`config.mk`:
```
export PLATFORM = sky130hd
export DESIGN_NAME = cmsdk_mcu_pin_in_filter
export DESIGN_NICKNAME = d
export VERILOG_FILES = /design/src/rtl/cmsdk_mcu_pin_in_filter.sv
export SDC_FILE = /design/constraint.sdc
export NUM_CORES = 1
export LEC_CHECK = 0
export ABC_AREA = 1
export BUFFER_PORTS_ARGS = -buffer_cell sky130_fd_sc_hd__buf_4
export CAP_MARGIN = 25
export CORE_MARGIN = 2
export CORE_UTILIZATION = 55
export DETAILED_ROUTE_END_ITERATION = 10
export GPL_TIMING_DRIVEN = 0
export HOLD_SLACK_MARGIN = 0.03
export PLACE_DENSITY = 0.71
export SLEW_MARGIN = 0
export SYNTH_ARGS = -nofsm -noshare
export SYNTH_HDL_FRONTEND = slang
export SYNTH_SLANG_ARGS = --single-unit
```
`constraint.sdc`:
```
create_clock -name HCLK -period 10.2 [get_ports HCLK]
set_input_delay 0.51 -clock HCLK [delete_from_list [all_inputs] [get_ports HCLK]]
set_output_delay 0.51 -clock HCLK [all_outputs]
set_load 0.02 [all_outputs]
```
`src/rtl/cmsdk_mcu_pin_in_filter.sv`:
```
// rtl/cmsdk_mcu_pin_in_filter.sv - pad input synchroniser with per-pin stability filter and edge pulses
module cmsdk_mcu_pin_in_filter #(
    parameter int WIDTH       = 16,
    parameter int SYNC_STAGES = 2,
    parameter int CNT_W       = 4
) (
    input  logic             HCLK,
    input  logic             HRESET,
    input  logic [WIDTH-1:0] pad_in,
    input  logic [WIDTH-1:0] filt_en,
    input  logic [CNT_W-1:0] filt_len,
    output logic [WIDTH-1:0] filt_out,
    output logic [WIDTH-1:0] rise_pulse,
    output logic [WIDTH-1:0] fall_pulse
);

    typedef enum logic {IDLE, PEND} state_t;

    logic [WIDTH-1:0] sync_q [SYNC_STAGES];
    state_t           state_q [WIDTH];
    state_t           state_d [WIDTH];
    logic [CNT_W-1:0] cnt_q   [WIDTH];
    logic [CNT_W-1:0] cnt_d   [WIDTH];
    logic [CNT_W-1:0] pin_lm1 [WIDTH];
    logic [WIDTH-1:0] out_q, out_d;
    logic [WIDTH-1:0] rise_q, rise_d;
    logic [WIDTH-1:0] fall_q, fall_d;
    logic [WIDTH-1:0] s;
    logic [WIDTH-1:0] diff;
    logic [CNT_W-1:0] len_m1;

    // Synchroniser resets to 1 so released pads read as pulled-up.
    always_ff @(posedge HCLK or posedge HRESET) begin
        if (HRESET) begin
            for (int k = 0; k < SYNC_STAGES; k++) begin
                sync_q[k] <= '1;
            end
        end else begin
            sync_q[0] <= pad_in;
            for (int k = 1; k < SYNC_STAGES; k++) begin
                sync_q[k] <= sync_q[k-1];
            end
        end
    end

    assign s      = sync_q[SYNC_STAGES-1];
    assign diff   = s ^ out_q;
    assign len_m1 = (filt_len == '0) ? '0 : filt_len - CNT_W'(1);

    always_comb begin
        out_d  = out_q;
        rise_d = '0;
        fall_d = '0;
        for (int i = 0; i < WIDTH; i++) begin
            state_d[i] = state_q[i];
            cnt_d[i]   = cnt_q[i];
            pin_lm1[i] = filt_en[i] ? len_m1 : '0;
            if (!diff[i]) begin
                state_d[i] = IDLE;
                cnt_d[i]   = '0;
            end else if ((state_q[i] == IDLE && pin_lm1[i] == '0) ||
                         (state_q[i] == PEND && cnt_q[i] >= pin_lm1[i])) begin
                out_d[i]   = s[i];
                rise_d[i]  = s[i];
                fall_d[i]  = ~s[i];
                state_d[i] = IDLE;
                cnt_d[i]   = '0;
            end else if (state_q[i] == IDLE) begin
                state_d[i] = PEND;
                cnt_d[i]   = CNT_W'(1);
            end else begin
                cnt_d[i] = cnt_q[i] + CNT_W'(1);
            end
        end
    end

    always_ff @(posedge HCLK or posedge HRESET) begin
        if (HRESET) begin
            out_q  <= '1;
            rise_q <= '0;
            fall_q <= '0;
            for (int i = 0; i < WIDTH; i++) begin
                state_q[i] <= IDLE;
                cnt_q[i]   <= '0;
            end
        end else begin
            out_q  <= out_d;
            rise_q <= rise_d;
            fall_q <= fall_d;
            for (int i = 0; i < WIDTH; i++) begin
                state_q[i] <= state_d[i];
                cnt_q[i]   <= cnt_d[i];
            end
        end
    end

    assign filt_out   = out_q;
    assign rise_pulse = rise_q;
    assign fall_pulse = fall_q;

endmodule

```
==> flow_summary.ini, run 1 <==
[floorplanning]
die_h_um = 133.3
row_count = 47
core_area_sq_um = 16470
io_pins = 86
initial_utilization_pct = 55.81
fp.dieArea_sq_um = 17760
die_w_um = 133.3

[yosys]
ys_seq_elements = 160
syn-num-nets = 1121
netlist_instances = 1001
synth_area_sq_um = 9190
synthFlopType = dfrtp_1
synth.avg_cell_area_sq_um = 9.181
synthArstFlopShare_pct = 100.0
synth_edf_count = 0
yosysWarningCount = 0
ys_types = 28
ys_seq_area_share_pct = 44.22

[power_and_ir_drop]
totalPowerFinal_mw = 2.417
leakagePower_nw = 5.599
pwr_density_cell_nw_per_um2 = 225.0
irDropWorstVdd_mv = 0.1842

[clocking]
clock_latency_ns = 0.43
tritoncts = yes
cts-root-buf = clkbuf_16
cts_buffers = 17
clockBufferDepth = 2
htree_levels = 4
cts.sinks = 160
post_cts_buffers = 0
ctsResizeCount = 0
clkTransAtPathRegs_ns = 0.06
hold_buffers = 0

[global_routing]
grt_pass1_wl_mm = 31.45
antenna_found_initial = 0
grt_max_degree = 106
grt_pass1_vias = 6846
grt_overflow = 0
track_usage_pct = 21.89

[worst_setup_path]
cpPeakStageDelay_ns = 0.62
worstPathMaxFanout = 11
setup.worst_path.end_class = register
slowest_stage = a21oi_1
crit_type = input port to register
critical_path.cell_chain = buf_4, inv_4, clkbuf_8, ha_1, a21oi_1, buf_2, nand2_1, ha_1, inv_1, o21bai_1, nand3_1, nand3_1, nand2_1, nand3_4, inv_1
reg2reg_depth = 8
start_kind = input port
crit_arrival_ns = 3.39
critPathRequiredTime_ns = 10.52

[place]
port_buffers = 85
gp_congestion = 0.8586
detailed_place_hpwl_mm = 12.95
placed_cell_area_sq_um = 10140
dp_cells = 1307

[finish]
finalInstanceArea_sq_um = 10740
stdcell_count = 1339
fin_nets = 1226
final_common_cell = inv_1
drive_above_1_share_pct = 22.88
layout_common_cells = inv_1, nand2_1, nand3_1
final_util_pct = 65.23
n_antenna_cell = 0
syn_to_final_growth_pct = 16.87

[routing]
drtPass1Iterations = 5
ant_nets = 0
routed_via_density = 5.226
routed_wl_mm = 18.47
vias = 6997
wl_per_cell_um = 13.79
drtIter0Drc = 281
drc = 0

[timing]
setup_violations = 0
tightest_slew_ns = 0.7836
drv_slew = 0
period_needed_ns = 3.076
rsz0062_at_grt = no
period_share_pct = 30.16
final-hold-violation-count = 0
fmax_mhz = 325.1
fin_skew_ns = 0.007980
setup_tns_ns = 0
relSlewSlack_pct = 47.76

[flow_run]
drv_cap = 0

[min_path]
worstHoldPathType = input port to async pin

[status]
outcome = finished clean
metrics by stage:
step	hold WS, ns	worst slack (ns)
2_1_floorplan	0.3452	5.450
4_1_cts	0.09738	7.124
3_3_place_gp	0.3456	3.637
3_5_place_dp	0.3468	6.704
6_report	0.07742	7.124
5_1_grt	0.1152	6.925
critical path, delay by kind of cell:
family	cells	cell delay [ns]
buffers and inverters	6	0.98
AO/OA/AOI/OAI	2	0.74
AND/OR/NAND/NOR	5	0.58
adder cells (fa/ha/maj)	2	0.57
cell families (layout without fill, tap and decap cells):
kind of cell / Yosys count / in the layout / share of synthesized area (%)
AO/OA/AOI/OAI: 113 / 113 / 7.025
adder cells (fa/ha/maj): 82 / 82 / 11.16
AND/OR/NAND/NOR: 461 / 461 / 28.51
flip-flops: 160 / 160 / 44.22
buffers and inverters: 169 / 287 / 7.556
XOR/XNOR: 16 / 16 / 1.525
where the power goes:
group          leakage [nW]  internal, mW  total [mW]  switching [mW]
clock network         0.291         0.398       0.654           0.255
registers              2.02         0.801       0.931           0.130
logic                  3.29         0.311       0.832           0.521
synth_stat cells, types with 19 or more instances:
library cell	number	share of area [%]
a21oi_1	65	3.5
dfrtp_1	112	30
dfstp_2	48	14
ha_1	82	11
inv_1	157	6.4
nand2_1	139	5.7
nand3_1	139	7.6
nand3_4	19	3.6
nand4_1	32	2.2
nor2_1	70	2.9
nor2_2	36	2.5
routing by layer:
layer / wire length (um) / global-route usage (%) / up-vias
li1: - / - / 3574
met1: 8279 / 27.85 / 3288
met2: 8981 / 36.80 / 107
met3: 833 / 5.479 / 28
met4: 371 / 7.092 / 0
met5: 0 / 0 / -
flip-flops by register name (all words and copies together) (netlist names):
signal      cells
cnt_q          64
fall_pulse     16
filt_out       16
rise_pulse     16
s              16
state_q        16
sync_q         16
cell type report:
cell class	count	area (sq um)
Buffer	10	95.09
Clock buffer	23	467.9
Clock inverter	9	133.9
Fill cell	1387	5725
Inverter	159	606.8
Multi-Input combinational cell	672	4432
Sequential cell	160	4064
Tap cell	220	275.3
Timing Repair Buffer	86	665.6
path summary, 6_finish.rpt:
check / start / to / slack, ns
min in group HCLK: pad_in[0] / sync_q[16] / 0.18
max: filt_len[0] / state_q[12] / 7.12
min: HRESET / fall_pulse[9] / 0.08
max in group asynchronous: HRESET / s[1] / 9.29
min reg2reg: sync_q[20] / s[4] / 0.36
max reg2reg: cnt_q[45] / state_q[11] / 8.64
(Power assumes the default switching activity.)
==> run 2: changes to the inputs <==
CORE_UTILIZATION = 54   (was 55)
PLACE_DENSITY = 0.73   (was 0.71)
clock period = 2.8 ns   (was 10.2 ns; I/O delays follow)
==> flow_summary.ini, run 2 (synthesis gave the netlist of run 1 again) <==
[finish]
largest_reg_flops = 64
final_util_pct = 66.03
drive_above_1_share_pct = 23.00
syn_to_final_growth_pct = 19.16
final_common_cell = inv_1
finalInstanceArea_sq_um = 10950
fin_nets = 1246
layout_common_cells = inv_1, nand2_1, nand3_1
n_antenna_cell = 0
largest-register = cnt_q
fillers = 1339

[worst_setup_path]
cpPeakStageDelay_ns = 0.36
critical_path.cell_chain = buf_4, inv_4, clkbuf_8, ha_1, nand2_4, buf_2, nand2_1, buf_2, nor2_1, ha_1, nand4_1, nand3_1, nand2_1, nand3_1, nor2_1
worstPathMaxFanout = 11
crit_arrival_ns = 2.90
r2r_setup_slack_ns = 1.20
start_kind = input port
slowest_stage = buf_2
setup.worst_path.end_class = register
critPathRequiredTime_ns = 3.16
path_buf_inv = 5
worst_path_dominant_cell_family = simple AND/OR/NAND/NOR gates
crit_type = input port to register

[place]
gp_congestion = 0.8347
detailed_place_hpwl_mm = 13.29
port_buffers = 85
placed_cell_area_sq_um = 10190

[routing]
ant_nets = 0
vias = 7105
wl_per_cell_um = 13.36
drc = 0
drtPass1Iterations = 4
drtIter0Drc = 397
routed_wl_mm = 18.16
routed_via_density = 5.228

[timing]
final-hold-violation-count = 0
period_share_pct = 90.69
drv_slew = 0
setup_violations = 0
rsz0062_at_grt = no
setup_tns_ns = 0
tightest_slew_ns = 0.4443
period_needed_ns = 2.539
relSlewSlack_pct = 70.32
fmax_mhz = 393.8
fin_skew_ns = 0.007840

[global_routing]
grt_max_degree = 44
track_usage_pct = 21.21
grt_overflow = 0
grt_pass1_wl_mm = 30.69
grt_pass1_vias = 6817
antenna_found_initial = 0

[clocking]
cts.sinks = 160
clkTransAtPathRegs_ns = 0.06
tritoncts = yes
clockBufferDepth = 2
htree_levels = 4
cts-root-buf = clkbuf_16
post_cts_buffers = 0
cts_buffers = 17
clock_latency_ns = 0.43

[floorplanning]
row_count = 47
fp.dieArea_sq_um = 18080
initial_utilization_pct = 55.42
io_pins = 86
core_area_sq_um = 16580
die_w_um = 134.5
die_h_um = 134.5

[power_and_ir_drop]
irDropWorstVdd_mv = 0.4573
leakagePower_nw = 5.683
pwr_density_cell_nw_per_um2 = 800.3
totalPowerFinal_mw = 8.764

[status]
outcome = finished clean

[flow_run]
drv_cap = 0

[min_path]
worstHoldPathType = input port to register
==> run 2: cell types whose count changed in the layout (fill, tap and decap cells not counted), moves of 2 or more <==
cell,delta
inv_6,+3
buf_12,+4
clkbuf_1,-2
clkinvlp_4,+2
dlygate4sd3_1,+17
==> run 2: layout make-up <==
type	instances	area [sq um]	area share (%)
inverters	159	603.1	5.507
multi-input cells	672	4436	40.50
clock inverters	11	128.9	1.177
well taps	220	275.3	2.514
clock buffers	21	460.4	4.205
repair buffers	106	888.4	8.112
flip-flops and latches	160	4064	37.11
plain buffers	10	95.09	0.8684
==> run 2: routing by layer <==
| layer | vias to the layer above | global-route usage [%] | part of all wire (%) |
|---|---|---|---|
| met3 | 22 | 4.054 | 3.5 |
| met5 | - | 0 | 0 |
| li1 | 3606 | - | - |
| met2 | 106 | 36.99 | 50 |
| met1 | 3371 | 26.39 | 45 |
| met4 | 0 | 7.485 | 1.6 |
==> run 2: path summary, 6_finish.rpt <==
check	cells past startpoint	startpoint	to
max in group asynchronous	6	HRESET	s[12]
min reg2reg	0	sync_q[22]	s[6]
max reg2reg	6	cnt_q[7]	cnt_q[6]
min	4	filt_en[1]	fall_pulse[1]
max	15	filt_len[0]	cnt_q[6]
min in group asynchronous	3	HRESET	rise_pulse[8]
==> run 2: worst register-to-register path, stage by stage, from the launching register on <==
cell and delay (ns):
dfrtp_1 0.40, ha_1 0.33, a21oi_1 0.21, nand3_1 0.10
nand2_1 0.17, nand3_1 0.17, nor2_1 0.14
==> run 2: power breakdown <==
part           switching [mW]  internal, mW
Combinational            1.89          1.15
Sequential              0.470          2.92
Clock                   0.959          1.37
==> run 2: metrics by stage <==
step                std cells  hold WS (ns)  worst slack [ns]
detailed placement       1310        0.1834           -0.2602
global route             1359        0.1355           0.02750
floorplan                1001        0.1445            0.5686
global placement         1306        0.2480           -0.3055
finish                   1359        0.1197            0.2607
CTS                      1359        0.1060            0.1888
==> run 2: timing repair <==
item | CTS | global route
endpoints found under the setup margin | 0 | 4
hold buffers | 17 | 0
gates resized for setup | 0 | 1
endpoints found under the hold margin | 33 | 0
==> run 3: changes to the inputs <==
GPL_TIMING_DRIVEN = not set   (was 0)
RECOVER_POWER = 100   (was not set)
==> flow_summary.ini, run 3 (synthesis gave the netlist of run 1 again) <==
[power_and_ir_drop]
seq_power_share_pct = 39.8
p_int_mw = 5.245
irDropWorstVdd_mv = 0.5026
pwr-share-clk_pct = 26.8
p_comb_share_pct = 33.4
p_sw_share_pct = 37.91
leakagePower_nw = 5.433
totalPowerFinal_mw = 8.448
power.switching_mw = 3.203
pwr_density_cell_nw_per_um2 = 803.3

[routing]
drc = 0
wl_per_cell_um = 13.34
routed_wl_mm = 18.05
drtIter0Drc = 309
drtPass1Iterations = 5
ant_nets = 0
vias = 7000
routed_via_density = 5.174

[place]
port_buffers = 85
detailed_place_hpwl_mm = 12.98
dp_slack_ns = 0.2959
gp_congestion = 0.8857

[timing]
relSlewSlack_pct = 31.53
final-hold-violation-count = 0
setup_tns_ns = 0
setup_violations = 0
drv_slew = 0
period_needed_ns = 2.363
rsz0062_at_grt = no
fmax_mhz = 423.1
fin_skew_ns = 0.008302
period_share_pct = 84.40
tightest_slew_ns = 1.027
setup_ws_ns = 0.4367

[finish]
drive_above_1_share_pct = 15.98
layout_common_cells = inv_1, nand3_1, nand2_1
multiInputGateArea_sq_um = 4253
final_common_cell = inv_1
syn_to_final_growth_pct = 14.45
largest-register = cnt_q
regArea_sq_um = 4064
final_util_pct = 63.42
fillers = 1390
fin_nets = 1240
largest_reg_flops = 64
n_antenna_cell = 0

[floorplanning]
fp.dieArea_sq_um = 18080
die_h_um = 134.5
initial_utilization_pct = 55.42
io_pins = 86
die_w_um = 134.5
row_count = 47
core_area_sq_um = 16580

[flow_run]
drv_cap = 0

[min_path]
worstHoldPathType = input port to register

[worst_setup_path]
cpPeakStageDelay_ns = 0.37
crit_cells = 13
setup.worst_path.end_class = register
reg2reg_depth = 8
slowest_stage = ha_1
start_kind = input port
crit_arrival_ns = 2.72
cp_common_cell = nand3_1
r2r_setup_slack_ns = 1.14
startpoint = filt_len[0]
critical_path.cell_chain = clkbuf_1, inv_4, ha_1, nand2_2, nand2_1, nand2_4, nand3_1, ha_1, a21oi_1, nand3_1, nand2_1, nand3_1, nor2_2
cp-endpoint = cnt_q[55]
r2r_start = cnt_q[9]
worstPathMaxFanout = 20
path_buf_inv = 2
critPathRequiredTime_ns = 3.15
crit_type = input port to register
worst_path_dominant_cell_family = simple AND/OR/NAND/NOR gates
r2r_end = cnt_q[11]

[global_routing]
grt_overflow = 0
gr-max-usage-layer = met2
met2_usage_pct = 35.97
grt_pass1_vias = 6885
grt_max_degree = 79
grt.met3_usage_pct = 5.668
antenna_found_initial = 0
use_met1_pct = 27.38
track_usage_pct = 21.40
grt_pass1_wl_mm = 31.15

[clocking]
cts-root-buf = clkbuf_16
tritoncts = yes
clkTransAtPathRegs_ns = 0.06
cts_buffers = 17
clock_latency_ns = 0.43
ctsResizeCount = 0
htree_levels = 4
cts.sinks = 160
clockBufferDepth = 2
post_cts_buffers = 0
hold_buffers = 17

[status]
outcome = finished clean
==> run 3: routing by layer <==
layer	vias up	part of all wire, %
met1	3261	45
met5	-	0
met3	22	4.5
met2	133	49
li1	3584	-
met4	0	1.4
==> run 3: cell type report <==
class / count / area share [%]
clock inverter: 6 / 0.8208
clock buffer: 26 / 4.556
tap: 220 / 2.617
sequential: 160 / 38.64
timing repair buffer: 110 / 7.221
multi-input combinational: 672 / 40.44
inverter: 159 / 5.710
==> run 3: how the worst min path moves through the flow <==
| stage | startpoint | endpoint | slack [ns] | cells after the start |
|---|---|---|---|---|
| after floorplan | pad_in[0] | sync_q[16] | 0.14 | 0 |
| after global placement | HRESET | rise_pulse[8] | 0.09 | 2 |
| after detailed placement | HRESET | rise_pulse[8] | 0.09 | 2 |
| after CTS | filt_en[2] | rise_pulse[2] | 0.12 | 4 |
| after global routing | filt_en[13] | rise_pulse[13] | 0.12 | 4 |
| final | filt_en[13] | rise_pulse[13] | 0.12 | 4 |
==> run 3: metrics by stage <==
stage,hold WS (ns),cell area (sq um),std cells
global route,0.1237,10520,1353
floorplan,0.1445,9194,1001
global placement,0.08716,10110,1304
finish,0.1175,10520,1353
CTS,0.1194,10850,1353
detailed placement,0.08909,10110,1304
==> run 3: worst register-to-register path: cells and delay by family (launching register included) <==
kind / cells / cell delay [ns]
AOI/OAI and AO/OA: 1 / 0.06
adders and majority gates: 1 / 0.32
DFF: 1 / 0.40
and+or+nand+nor: 5 / 0.74
buffers and inverters: 1 / 0.06
==> run 3: power by group through the flow <==
stage,Clock [mW],Sequential (mW),Combinational (mW)
2_1_floorplan,0,3.61,1.92
3_3_place_gp,0,3.43,2.96
3_5_place_dp,0,3.44,3.03
4_1_cts,2.31,3.41,3.07
5_1_grt,2.40,3.45,3.22
6_report,2.26,3.36,2.82
